`src/rtl/stack_control_unit_if.sv`:
```
// Instruction-memory fetch bus between the stack control unit and program memory.
// The controller (master) holds imem_req/imem_addr stable until the slave answers
// with imem_ack, which qualifies imem_rdata in that same cycle.
interface stack_control_unit_if #(
    parameter int ADDR_W = 12
);
    logic [ADDR_W-1:0] imem_addr;
    logic              imem_req;
    logic              imem_ack;
    logic [15:0]       imem_rdata;

    modport master (
        output imem_addr,
        output imem_req,
        input  imem_ack,
        input  imem_rdata
    );

    modport slave (
        input  imem_addr,
        input  imem_req,
        output imem_ack,
        output imem_rdata
    );
endinterface

```
`src/rtl/stack_control_unit.sv`:
```
// Instruction sequencer for the register-stack/ALU datapath. Fetches 16-bit
// words over the imem bus, decodes them and presents a registered control word
// (stackOP/aluOP/mux_selector/immediate) for exactly one EXEC cycle per
// instruction. Top-of-stack is read back to resolve JZ.
module stack_control_unit #(
    parameter int                ADDR_W   = 12,
    parameter logic [ADDR_W-1:0] RESET_PC = '0
) (
    input  logic                        CLK,
    input  logic                        reset,
    input  logic                        run,
    stack_control_unit_if.master        imem,
    input  logic [15:0]                 tos_a,
    output logic [2:0]                  stackOP,
    output logic [3:0]                  aluOP,
    output logic [2:0]                  mux_selector,
    output logic [15:0]                 immediate,
    output logic                        halted,
    output logic                        illegal
);

    typedef enum logic [2:0] {
        S_IDLE,
        S_FETCH,
        S_FETCH_IMM,
        S_EXEC,
        S_HALT
    } state_t;

    typedef enum logic [3:0] {
        OP_NOP   = 4'h0,
        OP_PUSHI = 4'h1,
        OP_PUSHS = 4'h2,
        OP_POP   = 4'h3,
        OP_ALU   = 4'h4,
        OP_DUP   = 4'h5,
        OP_SWAP  = 4'h6,
        OP_JMP   = 4'h7,
        OP_JZ    = 4'h8,
        OP_HALT  = 4'hF
    } opcode_t;

    typedef enum logic [2:0] {
        SOP_HOLD      = 3'd0,
        SOP_PUSH      = 3'd1,
        SOP_POP       = 3'd2,
        SOP_POP2_PUSH = 3'd3,
        SOP_SWAP      = 3'd4,
        SOP_DUP       = 3'd5
    } stack_op_t;

    localparam logic [2:0] MUX_ALU = 3'd0;
    localparam logic [2:0] MUX_IMM = 3'd1;

    typedef struct packed {
        logic [2:0]  stack_op;
        logic [3:0]  alu_op;
        logic [2:0]  mux_sel;
        logic [15:0] imm;
    } ctrl_t;

    localparam ctrl_t CTRL_IDLE = '0;

    state_t            state_q, state_d;
    logic [ADDR_W-1:0] pc_q, pc_d;
    logic [15:0]       instr_q, instr_d;
    ctrl_t             ctrl_q, ctrl_d;
    logic              illegal_q, illegal_d;

    logic [3:0]        exec_opcode;
    logic [ADDR_W-1:0] jump_target;

    assign exec_opcode = instr_q[15:12];
    assign jump_target = ADDR_W'(instr_q[11:0]);

    // Next-state, PC, instruction latch and next control word.
    // NOTE: every signal written here gets a default first, so no path leaves one
    // unassigned and no latch is inferred.
    always_comb begin
        state_d   = state_q;
        pc_d      = pc_q;
        instr_d   = instr_q;
        ctrl_d    = CTRL_IDLE;
        illegal_d = illegal_q;

        case (state_q)
            S_IDLE: begin
                if (run) state_d = S_FETCH;
            end

            S_FETCH: begin
                if (imem.imem_ack) begin
                    instr_d = imem.imem_rdata;
                    pc_d    = pc_q + ADDR_W'(1);
                    state_d = S_EXEC;
                    case (imem.imem_rdata[15:12])
                        OP_PUSHI: state_d = S_FETCH_IMM;
                        OP_PUSHS: begin
                            ctrl_d.stack_op = SOP_PUSH;
                            ctrl_d.mux_sel  = MUX_IMM;
                            ctrl_d.imm      = {{4{imem.imem_rdata[11]}}, imem.imem_rdata[11:0]};
                        end
                        OP_POP:  ctrl_d.stack_op = SOP_POP;
                        OP_ALU: begin
                            ctrl_d.stack_op = SOP_POP2_PUSH;
                            ctrl_d.alu_op   = imem.imem_rdata[3:0];
                            ctrl_d.mux_sel  = MUX_ALU;
                        end
                        OP_DUP:  ctrl_d.stack_op = SOP_DUP;
                        OP_SWAP: ctrl_d.stack_op = SOP_SWAP;
                        OP_NOP, OP_JMP, OP_JZ, OP_HALT: ctrl_d.stack_op = SOP_HOLD;
                        default: begin
                            // Opcodes 9-E are undefined: stop without touching the stack.
                            state_d   = S_HALT;
                            illegal_d = 1'b1;
                        end
                    endcase
                end
            end

            S_FETCH_IMM: begin
                if (imem.imem_ack) begin
                    pc_d            = pc_q + ADDR_W'(1);
                    ctrl_d.stack_op = SOP_PUSH;
                    ctrl_d.mux_sel  = MUX_IMM;
                    ctrl_d.imm      = imem.imem_rdata;
                    state_d         = S_EXEC;
                end
            end

            S_EXEC: begin
                state_d = S_FETCH;
                case (exec_opcode)
                    OP_HALT: state_d = S_HALT;
                    OP_JMP:  pc_d    = jump_target;
                    OP_JZ:   if (tos_a == 16'h0000) pc_d = jump_target;
                    default: ;
                endcase
            end

            S_HALT: ;

            default: state_d = S_IDLE;
        endcase
    end

    // State, PC, instruction and control-word registers.
    // NOTE: sequential state uses non-blocking assignments so every register
    // samples the pre-edge values computed above. All registers, including the
    // instruction latch, are reset so a reset mid-fetch leaves nothing stale.
    always_ff @(posedge CLK or negedge reset) begin
        if (!reset) begin
            state_q   <= S_IDLE;
            pc_q      <= RESET_PC;
            instr_q   <= '0;
            ctrl_q    <= CTRL_IDLE;
            illegal_q <= 1'b0;
        end else begin
            state_q   <= state_d;
            pc_q      <= pc_d;
            instr_q   <= instr_d;
            ctrl_q    <= ctrl_d;
            illegal_q <= illegal_d;
        end
    end

    assign imem.imem_req  = (state_q == S_FETCH) || (state_q == S_FETCH_IMM);
    assign imem.imem_addr = pc_q;

    assign stackOP      = ctrl_q.stack_op;
    assign aluOP        = ctrl_q.alu_op;
    assign mux_selector = ctrl_q.mux_sel;
    assign immediate    = ctrl_q.imm;
    assign halted       = (state_q == S_HALT);
    assign illegal      = illegal_q;

endmodule
```
`src/flat_wrapper.sv`:
```
// flat-port wrapper written by rule: the top's interface ports become plain ports
module stack_control_unit_flat 
#(
    parameter int                ADDR_W   = 12,
    parameter logic [ADDR_W-1:0] RESET_PC = '0
)
  (CLK, reset, run, tos_a, stackOP, aluOP, mux_selector, immediate, halted, illegal, imem_imem_addr, imem_imem_req, imem_imem_ack, imem_imem_rdata);
  stack_control_unit_if #(.ADDR_W(ADDR_W)) imem_i ();
  input  logic CLK;
  input  logic reset;
  input  logic run;
  input  logic [15:0] tos_a;
  output logic [2:0] stackOP;
  output logic [3:0] aluOP;
  output logic [2:0] mux_selector;
  output logic [15:0] immediate;
  output logic halted;
  output logic illegal;
  output wire logic [$bits(imem_i.imem_addr)-1:0] imem_imem_addr;
  output wire logic [$bits(imem_i.imem_req)-1:0] imem_imem_req;
  input wire logic [$bits(imem_i.imem_ack)-1:0] imem_imem_ack;
  input wire logic [$bits(imem_i.imem_rdata)-1:0] imem_imem_rdata;
  assign imem_imem_addr = imem_i.imem_addr;
  assign imem_imem_req = imem_i.imem_req;
  assign imem_i.imem_ack = imem_imem_ack;
  assign imem_i.imem_rdata = imem_imem_rdata;
  stack_control_unit #(.ADDR_W(ADDR_W), .RESET_PC(RESET_PC)) u_core (.CLK(CLK), .reset(reset), .run(run), .imem(imem_i), .tos_a(tos_a), .stackOP(stackOP), .aluOP(aluOP), .mux_selector(mux_selector), .immediate(immediate), .halted(halted), .illegal(illegal));
endmodule
```
`config.mk`:
```
export PLATFORM = sky130hd
export DESIGN_NAME = stack_control_unit_flat
export DESIGN_NICKNAME = d
export VERILOG_FILES = /design/src/rtl/stack_control_unit_if.sv /design/src/rtl/stack_control_unit.sv /design/src/flat_wrapper.sv
export SDC_FILE = /design/constraint.sdc
export NUM_CORES = 1
export LEC_CHECK = 0
export CELL_PAD_IN_SITES_DETAIL_PLACEMENT = 2
export CELL_PAD_IN_SITES_GLOBAL_PLACEMENT = 2
export CORE_MARGIN = 4
export CORE_UTILIZATION = 28
export CTS_CLUSTER_SIZE = 16
export DETAILED_ROUTE_END_ITERATION = 8
export PLACE_DENSITY_LB_ADDON = 0.1
export SLEW_MARGIN = 10
export SYNTH_ARGS = -nofsm -noshare
export SYNTH_HDL_FRONTEND = slang
export SYNTH_SLANG_ARGS = --single-unit
```
`constraint.sdc`:
```
create_clock -name CLK -period 2 [get_ports CLK]
set_clock_uncertainty 0.15 [all_clocks]
set_input_delay 0.3 -clock CLK [delete_from_list [all_inputs] [get_ports CLK]]
set_output_delay 0.3 -clock CLK [all_outputs]
set_load 0.005 [all_outputs]
```
* After elaboration in Yosys (flattened, before gate mapping) *
Index checks and enable logic that the tools add are counted.
Widths: inputs -> output; s select.

storage, ports and cells
  word-level logic and storage cells = 65
  bits of input ports = 36
  output and inout port bits = 41
  flip-flop bits (word level) = 58

operators by class
  eq/ne operators = 22
  reduce and logical (&&, ||, !) cells = 12
  bitwise operators = 2
  add/sub/neg operators = 1
  muxes and demuxes = 20

operator list
  operator               count
  $pmux 12 s2            2
  $pmux 19 s2            1
  $pmux 3 s5             2
  $mux 26                1
  $mux 12                2
  $eq 4x3->1 const B     5
  $mux 17                1
  $eq 4x4->1 const B     4
  $logic_not 16->1       1
  $mux 16                1
  $add 12x1->12 const B  1
  $mux 3                 4
  $pmux 3 s2             2
  $reduce_or 10->1       1
  $reduce_or 9->1        1
  $eq 4x2->1 const B     2
  $mux 4                 2
  $reduce_and 4->1       2
  $eq 3x2->1 const B     2
  $ne 2x2->1 const B     3
  $ne 3x2->1 const B     2
  $eq 4x1->1 const B     1
  $logic_not 4->1        1
  $eq 3x1->1 const B     1
  other kinds (10)       12

* Logic depth before layout (Yosys ltp) *
Gate-level depths: netlist of run 1.

  depth in word-level cells = 5
  mapped depth = 7
  depth with buffers taken out = 6

* Least setup slack after synthesis of run 1 *
No wires, ideal clock.

  path type = register to register
  from = reg u_core.state_q[1]
  to = reg u_core.pc_q[3] (netlist: u_core.imem.imem_addr[3])
  arrival = 1.509 ns
  slack = 0.208 ns
  clock period less this slack = 1.792 ns
  required time = 1.717 ns
  cell stages (with the launch flop) = 8
  buffers on the path = 2
  cell sequence = dfrtp_1 buf_4 xnor2_1 or3b_1 clkbuf_2 or2_1 nand3_1 o211ai_1

between the ends
  longest elaborated chain between the ends = 4
  elaborated cells on any way between the ends = 10

ends and longest elaborated chain
  item                                                       RTL line                   RTL
  start, declared                                            stack_control_unit.sv:64   state_t state_q, state_d;
  start signal, assigned                                     stack_control_unit.sv:159  state_q <= state_d;
  $eq 3x2->1 or $eq 3x1->1 (tied branches)                   stack_control_unit.sv:86   case (state_q)
  $reduce_or 2->1 (no line)                                  -
  $ne 2x1->1 (no line) or $reduce_bool 2->1 (tied branches)  -
  $reduce_and 4->1 (no line)                                 -
  end signal, assigned                                       stack_control_unit.sv:160  pc_q <= pc_d;
  end, declared                                              stack_control_unit.sv:65   logic [ADDR_W-1:0] pc_q, pc_d;

Several ways; a longest one is shown, not always the timed one.
A chain may end at the register's enable or synchronous reset.

* Final worst setup path of run 1 *
  from = in imem_imem_ack
  to = reg u_core.pc_q[11] (netlist: u_core.imem.imem_addr[11])

between the ends
  longest elaborated chain between the ends = 2

ends and longest elaborated chain
  item                        RTL line            RTL
  start, declared             flat_wrapper.sv:21  input wire logic [$bits(imem_i.imem_ack)-1:0] imem_imem_ack;
  $ne 2x1->1 (no line)        -
  $reduce_and 4->1 (no line)  -

Every way passes these cells.

==> results of run 1 <==
[sequential cells by signal (all words and copies together) (netlist names)]
register and flops:
u_core.immediate 16, u_core.instr_q 16, u_core.imem.imem_addr 12, u_core.aluOP 4, u_core.stackOP 3, u_core.state_q 3
u_core.illegal 1, u_core.mux_selector 1
[worst max path at each step]
stage                                   from  slack [ps]                                     to
2_1_floorplan  u_core.state_q[1]$_DFFE_PN0P_         210   u_core.imem.imem_addr[3]$_DFFE_PN0P_
3_3_place_gp                        tos_a[1]        -250   u_core.imem.imem_addr[1]$_DFFE_PN0P_
3_5_place_dp                        tos_a[1]        -340   u_core.imem.imem_addr[1]$_DFFE_PN0P_
4_1_cts        u_core.state_q[0]$_DFFE_PN0P_           3                          imem_imem_req
5_1_grt        u_core.state_q[0]$_DFFE_PN0P_          10  u_core.imem.imem_addr[11]$_DFFE_PN0P_
6_report                       imem_imem_ack         120  u_core.imem.imem_addr[11]$_DFFE_PN0P_
[cell usage in the layout, fill, tap and decap left out, types with 3 or more instances in the layout]
cell type and instances:
nand2b_1 4, a31oi_1 7, nand2_1 56, a21oi_1 7, and3_1 3, a21o_1 4
inv_1 6, o221a_2 3, nor2_1 12, o21ai_0 5, and2_1 17, nor3_1 5
nor4_1 4, clkbuf_8 5, nand3b_1 4, dfrtp_1 56, clkdlybuf4s50_1 71, nand3_1 7
o22ai_1 3, buf_4 34
[routing by layer]
metal | GRT usage | wire length, um
met5 | 0 | 0
met4 | 0.0303 | 48
met3 | 0.0271 | 339
met1 | 0.212 | 3520
met2 | 0.270 | 3960
[through the flow]
| step | instances | TNS (ps) | setup slack [ps] | instance area (sq um) |
|---|---|---|---|---|
| 2_1_floorplan | 256 | 0 | 208 | 2510 |
| 3_3_place_gp | 456 | -3300 | -245 | 3550 |
| 3_5_place_dp | 456 | -4990 | -335 | 3550 |
| 4_1_cts | 464 | 0 | 3.50 | 3650 |
| 5_1_grt | 464 | 0 | 10.3 | 3670 |
| 6_report | 464 | 0 | 120 | 3670 |
[logic make-up after synthesis]
family | Yosys count | share of synthesized area
simple gates | 127 | 0.254
flops | 56 | 0.558
compound gates | 45 | 0.127
buf+inv | 22 | 0.0438
xor+xnor | 3 | 0.0105
fa+ha+maj | 1 | 0.00498
other cells | 1 | 0.00149
[area by class of cell]
| class | instances | area, sq um | share of cell area |
|---|---|---|---|
| clock buffers | 5 | 68.8 | 0.0188 |
| repair buffers | 109 | 1000 | 0.273 |
| clock inverters | 2 | 12.5 | 0.00341 |
| multi-input cells | 178 | 1020 | 0.279 |
| inverters | 6 | 22.5 | 0.00614 |
| flip-flops and latches | 56 | 1400 | 0.382 |
| well taps | 108 | 135 | 0.0368 |
[tightest hold or removal path: stages, from the launching register on]
cell     delay, ps
dfrtp_1        350
nand2_1         60
nand2_1         60
[power by group]
| group | internal, mW | switching, mW | total (mW) |
|---|---|---|---|
| Sequential | 1.44 | 0.292 | 1.74 |
| Clock | 0.239 | 0.374 | 0.612 |
| Combinational | 0.884 | 0.800 | 1.68 |
[repair_timing]
item                                   4_1_cts  5_1_grt
endpoints found under the hold margin       56        0
setup endpoints to repair                    2        1
hold buffers                                 1        0
pin swaps                                    0        1
resized for setup                            3        3
==> summary.txt, run 1 <==
Die
  – Die H: ~100 um
  – FP Rows: 34
  – Die X: ~100 um
  – CORE AREA: slightly below 9000 sq um
  – Die area: ~11000 sq um
  – I/O pin count: between 70 and 80
  – Initial core utilization: 0.288

Job
  – Max-Cap Viols: 0

Logic synthesis
  – Post-synth top flop: dfrtp_1
  – Top cells by area, synth: dfrtp_1 (56%), nand2_1 (8.4%), and2_1 (4.2%), nor2_1 (1.9%), a31oi_1 (1.7%)
  – Syn Area/Cell: 9.85 sq um
  – Commonest cells post-synth: dfrtp_1 (56), nand2_1 (56), and2_1 (17), nor2_1 (13)
  – Synth unique cells: 47
  – Top cell type's share of synthesized area: 0.558
  – Syn Inst Count: 255
  – Syn. warnings: 0
  – Largest area contributor in the netlist: dfrtp_1
  – Post-synthesis sequential area ratio: 0.558
  – Async S/R FF share, synth: 1.00
  – Post-synth EDFFs: 0
  – Netlist area before placement: ~2500 sq um
  – Yosys reg bits: 56

Clocking
  – Skew-Pair Late Insertion Delay: roughly 310 ps
  – CTS Sinks: 56
  – Reg clk slew, reported paths: around 100 ps
  – CTS tree: yes
  – Total CTS buffers: 5
  – H-tree depth: 2
  – Post-CTS setup buffers: 0
  – Max clock buf depth: 2
  – Root Buffer: clkbuf_8

Timing
  – Tcrit/Tclk final: 0.940
  – Min Tclk post-route: 1880 ps
  – Final Max Slew Viols: 0
  – Final hold viol count: 0
  – Hold slack: 347 ps
  – Endpoints failing setup: 0
  – Fmax: ~530 MHz
  – RSZ-0062 raised after global routing: false

Placed design
  – Number of port buffers: 74
  – RePlAce Congestion: a little under 0.8
  – Dpl hpwl: approximately 6.2 mm

Global route
  – Largest net degree at the start of global routing: 30
  – First-pass GRT wire length: between 10 and 15 mm
  – Antenna violations before repair: 0
  – Vias in the first global route: 2486
  – Grt ovf: 0
  – Gr usage total: 0.158

Worst setup path
  – Kind of critical path: primary input to flop
  – Cell family with most CP delay: buffers and inverters
  – Data arrival, critical path: approximately 1900 ps
  – CP cell instances: clkdlybuf4s50_1, or3b_1, a311oi_1, a41oi_1, o221a_2
  – Buf/Inv on CP: 1
  – Required @ worst endpoint: between 2000 and 2500 ps
  – Crit-path max cell delay: about 600 ps
  – R2r worst-path depth: 5
  – R2r setup slk: roughly 130 ps
  – Cell count along the critical path: 5
  – Crit Reg-Reg Endpoint: u_core.imem.imem_addr[11]$_DFFE_PN0P_
  – RR Startpoint: u_core.state_q[0]$_DFFE_PN0P_
  – Critical path launch point type: primary input
  – CP max FO: 7
  – Slowest cell on the critical path: clkdlybuf4s50_1
  – Crit path capture type: flop

Routing
  – Routed vias: approximately 2200
  – Final Routed Wirelength: ~8 mm
  – Vias/cell: 4.80
  – Routed Antenna Nets: 0
  – DR pass1 iterations: 4
  – Drt drc: 0
  – WL per Instance: approximately 17 um
  – Iter 0 DRT Violations: 47

Cells and area
  – Layout cells sized above 1: 0.152
  – NumNets Final: between 300 and 400
  – Final Util: 0.421
  – Area growth from synthesis to final layout: 46.0%
  – FILL cells: 944
  – Antenna diode count: 0

Outcome
  – Status: completed

Pwr
  – Lkg Pwr: approximately 1.7 nW
  – Pwr per Cell Area: 1100 nW/um^2
  – Final Total Pwr: ~4 mW
  – Worst VDD drop: 453 uV

Min path
  – WHS Endpoint: u_core.instr_q[10]$_DFFE_PN0P_
  – Hold path cells: 2
  – Worst Min Path Start: u_core.instr_q[10]$_DFFE_PN0P_
  – Type of the worst min-delay path: flop to flop
No activity file was read; power rests on OpenSTA's default activity.
==> inputs of run 2 (changes only) <==
--- a/config.mk
+++ b/config.mk
@@ -5,6 +5,7 @@
 export SDC_FILE = /design/constraint.sdc
 export NUM_CORES = 1
 export LEC_CHECK = 0
+export ABC_CLOCK_PERIOD_IN_PS = 2000
 export CELL_PAD_IN_SITES_DETAIL_PLACEMENT = 2
 export CELL_PAD_IN_SITES_GLOBAL_PLACEMENT = 2
 export CORE_MARGIN = 4
==> results of run 2 <==
No change in the layout: final DEF, timing and power equal those of run 1.
==> inputs of run 3 (changes only) <==
--- a/config.mk
+++ b/config.mk
@@ -13,7 +13,10 @@
 export CTS_CLUSTER_SIZE = 16
 export DETAILED_ROUTE_END_ITERATION = 8
 export PLACE_DENSITY_LB_ADDON = 0.1
+export RECOVER_POWER = 50
+export REMOVE_ABC_BUFFERS = 1
 export SLEW_MARGIN = 10
 export SYNTH_ARGS = -nofsm -noshare
 export SYNTH_HDL_FRONTEND = slang
 export SYNTH_SLANG_ARGS = --single-unit
+export TNS_END_PERCENT = 100
==> summary.txt, run 3 (synthesized netlist as in run 1, its figures left out) <==
Placed design
  – Dpl hpwl: between 6 and 7 mm
  – Post-Place Cell Area: approximately 3500 sq um
  – RePlAce Congestion: 0.770
  – Number of port buffers: 74

Worst setup path
  – Data arrival, critical path: around 1500 ps
  – Slowest cell on the critical path: clkdlybuf4s50_1
  – Cell family with most CP delay: buffers and inverters
  – Required @ worst endpoint: 1550 ps
  – CP cell instances: nor3b_2, clkdlybuf4s50_1
  – Crit path capture type: output pin
  – Buf/Inv on CP: 1
  – CP max FO: 4
  – Crit-path max cell delay: roughly 530 ps
  – Kind of critical path: flop to output pin
  – Critical path launch point type: flop

Global route
  – Grt ovf: 0
  – Vias in the first global route: 2473
  – First-pass GRT wire length: roughly 13 mm
  – Gr usage total: 0.165
  – Largest net degree at the start of global routing: 30
  – Antenna violations before repair: 0

Pwr
  – Lkg Pwr: between 1.5 and 2 nW
  – Share of power burned in registers: 0.423
  – Combinational power share: 0.412
  – NetSw: ~1.5 mW
  – Clock power frac: 0.165
  – Sw frac: 0.362
  – Worst VDD drop: 408 uV
  – Internal Pwr Total: between 2 and 3 mW
  – Pwr per Cell Area: 1100 nW/um^2

Die
  – FP Rows: 34
  – CORE AREA: around 8700 sq um
  – Die H: about 100 um
  – I/O pin count: 77
  – Die area: ~11000 sq um
  – Die X: 103 um
  – Initial core utilization: 0.288

Clocking
  – Skew-Pair Late Insertion Delay: 320 ps
  – CTS Sinks: 56
  – H-tree depth: 2
  – Total CTS buffers: 5
  – Root Buffer: clkbuf_8
  – Max clock buf depth: 2
  – CTS tree: yes
  – Reg clk slew, reported paths: around 100 ps

Cells and area
  – Area growth from synthesis to final layout: 47.7%
  – Most frequent cells in the layout: nand2_1 (55), clkdlybuf4s50_1 (55), dfrtp_1 (54)
  – NumNets Final: just under 400
  – Register area: 1400 sq um
  – FILL cells: between 900 and 1000
  – Multi-input logic area: roughly 1000 sq um
  – Antenna diode count: 0
  – Final Util: 0.425
  – Final instance area: 3710 sq um
  – Layout cells sized above 1: 0.162

Timing
  – Min Tclk post-route: 1980 ps
  – Fmax: between 500 and 600 MHz
  – Tcrit/Tclk final: 0.988
  – Final Max Slew Viols: 0
  – Slew @ Worst Pin: 901 ps
  – Slew headroom: 0.400
  – Hold slack: roughly 340 ps
  – Final hold viol count: 0
  – Endpoints failing setup: 0

Routing
  – Routed vias: 2270
  – WL per Instance: between 15 and 20 um
  – Drt drc: 0
  – Vias/cell: 4.86
  – Iter 0 DRT Violations: between 50 and 60
  – DR pass1 iterations: 4
  – Routed Antenna Nets: 0
  – Final Routed Wirelength: between 7 and 8 mm

Outcome
  – Status: completed

Min path
  – Type of the worst min-delay path: flop to flop

Job
  – Max-Cap Viols: 0
run 3: final timing paths:
check                                              startpoint                               endpoint  slack [ps]  cells past startpoint
worst max-delay path            u_core.state_q[1]$_DFFE_PN0P_                                 halted          20                      2
worst min-delay path               u_core.illegal$_DFFE_PN0P_             u_core.illegal$_DFFE_PN0P_         340                      1
worst max register to register  u_core.state_q[0]$_DFFE_PN0P_  u_core.imem.imem_addr[11]$_DFFE_PN0P_         130                      6
worst min register to register     u_core.illegal$_DFFE_PN0P_             u_core.illegal$_DFFE_PN0P_         340                      1
max in group asynchronous                               reset          u_core.state_q[2]$_DFFE_PN0P_         310                      3
min in group asynchronous                               reset          u_core.immediate[3]$_DFF_PN0_         460                      2
run 3: through the flow:
step	std cells	power [mW]	setup slack [ps]	TNS, ps
global placement	453	3.34	-226	-1920
detailed placement	453	3.43	-368	-5260
floorplan	240	2.44	-32.4	-189
global route	467	4.46	-49.4	-51.5
CTS	464	4.15	3.45	0
finish	467	4.09	23.7	0
run 3: layout make-up:
class / count / area share
Sequential cell: 56 / 0.378
Multi-Input combinational cell: 178 / 0.277
Timing Repair Buffer: 111 / 0.276
Tap cell: 108 / 0.0364
Clock buffer: 6 / 0.0223
Inverter: 6 / 0.00607
Clock inverter: 2 / 0.00371
run 3: layer usage:
layer  GRT usage  vias up  wire length (um)
met4      0.0424        0                93
li1            -     1073                 -
met5           0        -                 0
met1       0.218     1149              3450
met3      0.0250        6               305
met2       0.283       42              4100
run 3: power by group through the flow:
stage | registers [mW] | clock network, mW | logic [mW]
after floorplan | 1.71 | 0 | 0.732
after global placement | 1.75 | 0 | 1.59
after detailed placement | 1.77 | 0 | 1.66
after CTS | 1.75 | 0.708 | 1.69
after global routing | 1.79 | 0.759 | 1.91
final | 1.73 | 0.674 | 1.68
run 3: repair_timing:
action,in CTS,in global routing
hold endpoints to repair,13,0
setup buffers,2,3
gates resized for setup,5,3
endpoints found under the setup margin,5,3
pin swaps,0,2
hold buffers,1,0
gates cloned,0,0
